===== config.mk =====
export PLATFORM = sky130hd
export DESIGN_NAME = dot_acc_sequencer
export DESIGN_NICKNAME = d
export VERILOG_FILES = /design/src/rtl/dot_acc_pkg.sv /design/src/rtl/compressor_24_2.sv /design/src/rtl/dot_acc_sequencer.sv
export SDC_FILE = /design/constraint.sdc
export NUM_CORES = 1
export LEC_CHECK = 0
export ABC_CLOCK_PERIOD_IN_PS = 11400
export BUFFER_PORTS_ARGS = -buffer_cell sky130_fd_sc_hd__buf_2
export CAP_MARGIN = 40
export CORE_MARGIN = 1
export CORE_UTILIZATION = 57
export CTS_BUF_LIST = sky130_fd_sc_hd__clkbuf_4 sky130_fd_sc_hd__clkbuf_8
export DETAILED_ROUTE_END_ITERATION = 16
export PLACE_DENSITY = 0.87
export SETUP_SLACK_MARGIN = 0.1
export SLEW_MARGIN = 20
export SYNTH_ARGS = -nofsm -noshare
export SYNTH_HDL_FRONTEND = slang
export SYNTH_SLANG_ARGS = --single-unit

===== constraint.sdc =====
create_clock -name clk_i -period 11.4 [get_ports clk_i]
set_input_delay 1.14 -clock clk_i [delete_from_list [all_inputs] [get_ports clk_i]]
set_output_delay 1.14 -clock clk_i [all_outputs]
set_load 0.01 [all_outputs]

===== src/rtl/dot_acc_pkg.sv =====
// Shared types and default widths for the dot-product accumulate sequencer.
// Optional sum/carry pipeline stage is enabled with DOT_ACC_PIPE_EN.
package dot_acc_pkg;

    localparam int DOT_IN_SIZE   = 12;
    localparam int DOT_TREE_SIZE = 20;
    localparam int DOT_ACC_SIZE  = 32;
    localparam int DOT_BEAT_N    = 24;

    typedef enum logic [1:0] {
        ST_IDLE  = 2'd0,
        ST_ACCUM = 2'd1,
        ST_DRAIN = 2'd2,
        ST_DONE  = 2'd3
    } state_e;

endpackage


===== src/rtl/compressor_24_2.sv =====
// Reduces one beat of 24 signed partial products to a sum/carry pair.
// Each output carries a half-beat total so both sign-extend exactly downstream.
module compressor_24_2
    import dot_acc_pkg::*;
#(
    parameter int IN_SIZE   = DOT_IN_SIZE,
    parameter int TREE_SIZE = DOT_TREE_SIZE
)(
    input  logic signed [IN_SIZE-1:0]   in_i [0:DOT_BEAT_N-1],
    output logic        [TREE_SIZE-1:0] sum_o,
    output logic        [TREE_SIZE-1:0] carry_o
);

    localparam int HALF = DOT_BEAT_N / 2;

    always_comb begin
        sum_o   = '0;
        carry_o = '0;
        for (int k = 0; k < HALF; k++) begin
            sum_o   = sum_o + TREE_SIZE'(in_i[k]);
            carry_o = carry_o + TREE_SIZE'(in_i[k+HALF]);
        end
    end

endmodule


===== src/rtl/dot_acc_sequencer.sv =====
// Multi-beat dot-product accumulator around the 24:2 compressor tree.
// Define DOT_ACC_PIPE_EN to register sum/carry ahead of the accumulator.
module dot_acc_sequencer
    import dot_acc_pkg::*;
#(
    parameter int IN_SIZE   = DOT_IN_SIZE,
    parameter int TREE_SIZE = DOT_TREE_SIZE,
    parameter int ACC_SIZE  = DOT_ACC_SIZE,
    parameter int LEN_W     = 8
)(
    input  logic                      clk_i,
    input  logic                      rst_i,
    input  logic                      start_i,
    input  logic [LEN_W-1:0]          len_i,
    output logic                      busy_o,
    input  logic                      in_valid_i,
    output logic                      in_ready_o,
    input  logic signed [IN_SIZE-1:0] in_i [0:DOT_BEAT_N-1],
    output logic                      res_valid_o,
    input  logic                      res_ready_i,
    output logic [ACC_SIZE-1:0]       res_o,
    output logic                      ovf_o
);

    if (ACC_SIZE < TREE_SIZE) begin : g_size_chk
        $error("ACC_SIZE must be >= TREE_SIZE");
    end

    state_e              state_q, state_d;
    logic [LEN_W-1:0]    len_q, len_d;
    logic [LEN_W-1:0]    cnt_q, cnt_d;
    logic [ACC_SIZE-1:0] acc_q, acc_d;
    logic                ovf_q, ovf_d;

    logic [TREE_SIZE-1:0] tree_sum, tree_carry;
    logic [TREE_SIZE-1:0] add_sum, add_carry;
    logic                 add_en;
    logic                 beat_acc, last_beat;

    logic [ACC_SIZE-1:0] sum_ext, carry_ext;
    logic [ACC_SIZE-1:0] acc1, acc2;
    logic                ov1, ov2;

    compressor_24_2 #(
        .IN_SIZE  (IN_SIZE),
        .TREE_SIZE(TREE_SIZE)
    ) u_tree (
        .in_i   (in_i),
        .sum_o  (tree_sum),
        .carry_o(tree_carry)
    );

    assign beat_acc  = in_valid_i && (state_q == ST_ACCUM);
    assign last_beat = beat_acc && (cnt_q == len_q - LEN_W'(1));

`ifdef DOT_ACC_PIPE_EN
    logic [TREE_SIZE-1:0] pipe_sum_q, pipe_sum_d;
    logic [TREE_SIZE-1:0] pipe_carry_q, pipe_carry_d;
    logic                 pipe_v_q, pipe_v_d;

    assign pipe_v_d     = beat_acc;
    assign pipe_sum_d   = beat_acc ? tree_sum : pipe_sum_q;
    assign pipe_carry_d = beat_acc ? tree_carry : pipe_carry_q;

    always_ff @(posedge clk_i) begin
        if (rst_i) begin
            pipe_v_q     <= 1'b0;
            pipe_sum_q   <= '0;
            pipe_carry_q <= '0;
        end else begin
            pipe_v_q     <= pipe_v_d;
            pipe_sum_q   <= pipe_sum_d;
            pipe_carry_q <= pipe_carry_d;
        end
    end

    assign add_en    = pipe_v_q;
    assign add_sum   = pipe_sum_q;
    assign add_carry = pipe_carry_q;
`else
    assign add_en    = beat_acc;
    assign add_sum   = tree_sum;
    assign add_carry = tree_carry;
`endif

    // Two-step add so overflow is judged on each partial addition.
    assign sum_ext   = ACC_SIZE'($signed(add_sum));
    assign carry_ext = ACC_SIZE'($signed(add_carry));
    assign acc1      = acc_q + sum_ext;
    assign acc2      = acc1 + carry_ext;
    assign ov1 = (acc_q[ACC_SIZE-1] == sum_ext[ACC_SIZE-1])
              && (acc1[ACC_SIZE-1] != acc_q[ACC_SIZE-1]);
    assign ov2 = (acc1[ACC_SIZE-1] == carry_ext[ACC_SIZE-1])
              && (acc2[ACC_SIZE-1] != acc1[ACC_SIZE-1]);

    always_comb begin
        state_d = state_q;
        len_d   = len_q;
        cnt_d   = cnt_q;
        acc_d   = acc_q;
        ovf_d   = ovf_q;

        if (add_en) begin
            acc_d = acc2;
            ovf_d = ovf_q | ov1 | ov2;
        end

        unique case (state_q)
            ST_IDLE: begin
                if (start_i) begin
                    acc_d = '0;
                    ovf_d = 1'b0;
                    cnt_d = '0;
                    if (len_i == '0) begin
                        state_d = ST_DONE;
                    end else begin
                        len_d   = len_i;
                        state_d = ST_ACCUM;
                    end
                end
            end
            ST_ACCUM: begin
                if (beat_acc) begin
                    cnt_d = cnt_q + LEN_W'(1);
                    if (last_beat) begin
`ifdef DOT_ACC_PIPE_EN
                        state_d = ST_DRAIN;
`else
                        state_d = ST_DONE;
`endif
                    end
                end
            end
`ifdef DOT_ACC_PIPE_EN
            ST_DRAIN: state_d = ST_DONE;
`endif
            ST_DONE: begin
                if (res_ready_i) begin
                    state_d = ST_IDLE;
                end
            end
            default: state_d = ST_IDLE;
        endcase
    end

    always_ff @(posedge clk_i) begin
        if (rst_i) begin
            state_q <= ST_IDLE;
            len_q   <= '0;
            cnt_q   <= '0;
            acc_q   <= '0;
            ovf_q   <= 1'b0;
        end else begin
            state_q <= state_d;
            len_q   <= len_d;
            cnt_q   <= cnt_d;
            acc_q   <= acc_d;
            ovf_q   <= ovf_d;
        end
    end

    assign busy_o      = (state_q != ST_IDLE);
    assign in_ready_o  = (state_q == ST_ACCUM);
    assign res_valid_o = (state_q == ST_DONE);
    assign res_o       = acc_q;
    assign ovf_o       = ovf_q;

endmodule


==> out/summary.md <==
The placement row count was 55; the netlist area before placement was 13100 um2. After clock tree synthesis, the clock-pin slew on the worst setup and hold paths is 0.11 ns. The fraction of post-synthesis cell area in the top cell type by area was 0.357; the average wire length per cell after detail routing was 14.3 um. For the placed wire-length estimate, the log shows 27.1 mm. Data arrives at the worst endpoint at 10.47 ns. At the end of the flow, the number of nets in the layout was 2512. The initial antenna violation count was 0; the proportion of synthesized flip-flops having asynchronous set or reset was 0. The number of logic stages on the critical path including buffering is 42. The launching instance or port of the critical path was in_i[264]. Setup violations remaining at the end of the flow were counted as 0.

Timing endpoint of the critical path: res_o[31]$_SDFF_PP0_. After layout, the minimum clock period comes to 10.21 ns. The number of inserted diodes was 0. The portion of the post-synthesis area used by sequential elements came out at 0.0779. TritonCTS built the clock tree. The worst register-to-register path begins at res_o[0]$_SDFF_PP0_.

Clock tree synthesis inserted a total of 5 buffers. After routing, the total negative slack on setup checks comes to 0 ns. The final routed DRC violation total was 0. The most frequent cell after synthesis is inv_1.

Number of hold-slack violations in the final timing report: 0. The slowest cell on the critical path was or4_1. In this run the worst hold path is classified as reg2reg. The logs give 0 for the final max-slew violation count and 0.32 ns for the worst-skew pair later-pin latency. The area overhead of the layout relative to synthesis came out at 16.2%. The deepest clock path buffer count was 2.

In this run the remaining antenna-violating nets after routing total 0. The average via count per standard cell works out to 5.29. Yosys mapped the design onto 63 distinct sky130hd cell types.

Top cell type by total area after synthesis: fa_1. Once the clock tree was built, the setup fixing pass inserted 0 buffers. The logs give 0.584 for the worst-case headroom to the max-slew limit and 0 for the number of max-cap violations. Of all nets on the critical path, the largest fanout is 15. Across all layers, the routed design uses 11300 vias. The tools report the first-pass GRT wire length as 50.7 mm. The floorplan step defined a die boundary enclosing 23600 um2.

The kind of launch point of the worst setup path was an input pin. Counting every sink on the clock net gives 51. For the initial standard-cell utilization of the core, the log shows 0.581. The number of detailed-route iterations in the first pass was 5. For the overall global routing resource usage, the log shows 0.263. Post-CTS repair changed the size of 0 cells. Depth of the most critical reg-to-reg path: 22. The number of buffers and inverters on the critical path is 4. Setup repair after global routing left no endpoint under its margin. The family of cells with the greatest summed delay on the critical path is compound AO/OA/AOI/OAI gates.

The run finished with clean final reports. The number of DRC markers after the initial detailed-route iteration was 576. For this block, the routed nets add up to 30.5 mm of wire. By area the synthesized netlist is led by fa_1, ha_1, inv_1. For the pin with the worst max-slew slack, the measured transition is 0.608 ns. STA puts the critical path data required time at 11.65 ns. The commonest cells after synthesis are inv_1, fa_1, ha_1. In this run, synthesis inferred 0 flip-flops with an integrated enable. The warning count from the yosys run is 0, and the horizontal die dimension is 154 um. 337 I/O pins were placed. Predominant post-synthesis flop cell: dfxtp_1. The worst stage delay on the critical path is 0.55 ns.

Across all register-to-register paths, the minimum setup slack is 6.03 ns. Counting every net in the synthesized netlist gives 2178. The most numerous cell type found on the critical path is a21o_1. The mean instance size in the synthesized netlist came out at 8.68 um2. Based on the critical path, the design can be clocked at up to 97.9 MHz.

Fill cells in the final layout number 1858. The run gives 11700 as the number of global-route vias before repair. The logs give 0.0101 ns for the post-route clock skew and 22600 um2 for the core area.

The maximum number of pins on one net before global-route repair was 45. At the end of routability-driven placement, the weighted congestion stood at 0.899. During placement, the flow inserted port buffers numbering 336. The category of the worst setup path capture point is a flip-flop. The register bit count reported by yosys is 51. Synthesis produced a netlist whose cell count is 1510. The vertical die dimension works out to 154 um. The endpoint of the most critical register-to-register path was res_o[31]$_SDFF_PP0_. The number of hold buffers added after CTS was 0. The layout cell share with drive strength beyond 1 was 0.196; the part of the cycle the worst path needs was 0.896.

The tree is rooted in a clkbuf_8. The worst setup path is of the in2reg kind. The CTS H-tree depth is 2, and the global route total overflow is 0.
==> layer usage <==
| metal | part of all wire | global-route usage | vias up | wire length, um |
|---|---|---|---|---|
| met3 | 0.041 | 0.0282 | 91 | 1260 |
| met1 | 0.40 | 0.320 | 5356 | 12400 |
| met2 | 0.52 | 0.474 | 309 | 15700 |
| met5 | 0 | 0 | - | 0 |
| met4 | 0.039 | 0.105 | 0 | 1180 |
| li1 | - | - | 5504 | - |
==> state kept, by name, indices dropped and copies added, names as in the netlist <==
| signal | count |
|---|---|
| res_o | 32 |
| state_q | 2 |
| ovf_o | 1 |
| len_q | 8 |
| cnt_q | 8 |
==> metrics by stage <==
step	hold WS, ns	instances	instance area (um2)	util	setup slack (ns)
floorplan	0.467	1510	13100	-	1.86
global placement	0.462	2121	15100	0.670	1.17
detailed placement	0.474	2122	15100	0.670	0.936
CTS	0.489	2130	15200	0.675	1.22
global route	0.515	2130	15200	0.675	0.527
finish	0.485	2130	15200	0.675	1.19
==> cell families (layout without fill, tap and decap cells) <==
| group | after synthesis | count (layout) | share of synthesized area |
|---|---|---|---|
| xor+xnor | 104 | 104 | 0.0701 |
| mux | 2 | 2 | 0.00153 |
| simple gates | 289 | 289 | 0.102 |
| fa+ha+maj | 367 | 367 | 0.484 |
| buf+inv | 383 | 718 | 0.110 |
| flops | 51 | 51 | 0.0779 |
| compound gates | 314 | 314 | 0.154 |
==> placed cells by master, fill, tap and decap left out, types with 9 or more instances in the layout <==
cell / netlist / final
nand3_1: 28 / 28
nor3_1: 18 / 18
xor2_1: 28 / 28
nand4_1: 12 / 12
nand2_1: 84 / 84
o21ai_1: 13 / 13
a21oi_1: 106 / 106
fa_1: 234 / 234
buf_2: 0 / 337
inv_1: 367 / 367
o21ai_0: 44 / 44
nor2_1: 86 / 86
nand2b_1: 15 / 15
dfxtp_1: 51 / 51
a21o_1: 40 / 40
o21a_1: 10 / 10
ha_1: 133 / 133
o21bai_1: 17 / 17
or4_1: 9 / 9
a211oi_1: 11 / 11
a31oi_1: 11 / 11
xnor2_1: 75 / 75
==> worst min-delay path: cells and delay by family (launching register included) <==
kind            cells  cell delay (ns)
flops               1             0.34
simple gates        1             0.06
compound gates      1             0.05
==> area by class of cell <==
| class | count | area (um2) | area share |
|---|---|---|---|
| Timing Repair Buffer | 342 | 1720 | 0.113 |
| Tap cell | 285 | 357 | 0.0234 |
| Inverter | 368 | 1380 | 0.0907 |
| Clock inverter | 2 | 16.3 | 0.00107 |
| Clock buffer | 6 | 82.6 | 0.00542 |
| Multi-Input combinational cell | 1076 | 10600 | 0.699 |
| Sequential cell | 51 | 1020 | 0.0670 |
==> worst min path at each step <==
stage	from	to	cells after the start	slack (ns)
final	res_o[22]$_SDFF_PP0_	res_o[22]$_SDFF_PP0_	2	0.48
after global routing	res_o[6]$_SDFF_PP0_	res_o[6]$_SDFF_PP0_	2	0.51
after CTS	res_o[22]$_SDFF_PP0_	res_o[22]$_SDFF_PP0_	2	0.49
after detailed placement	res_o[22]$_SDFF_PP0_	res_o[22]$_SDFF_PP0_	2	0.47
after global placement	res_o[22]$_SDFF_PP0_	res_o[22]$_SDFF_PP0_	2	0.46
after floorplan	len_q[1]$_SDFFE_PP0P_	len_q[1]$_SDFFE_PP0P_	2	0.47
Power is left out: the tool's default activity adds up to more than one toggle a clock period on the data nets, which glitch-free logic cannot reach.
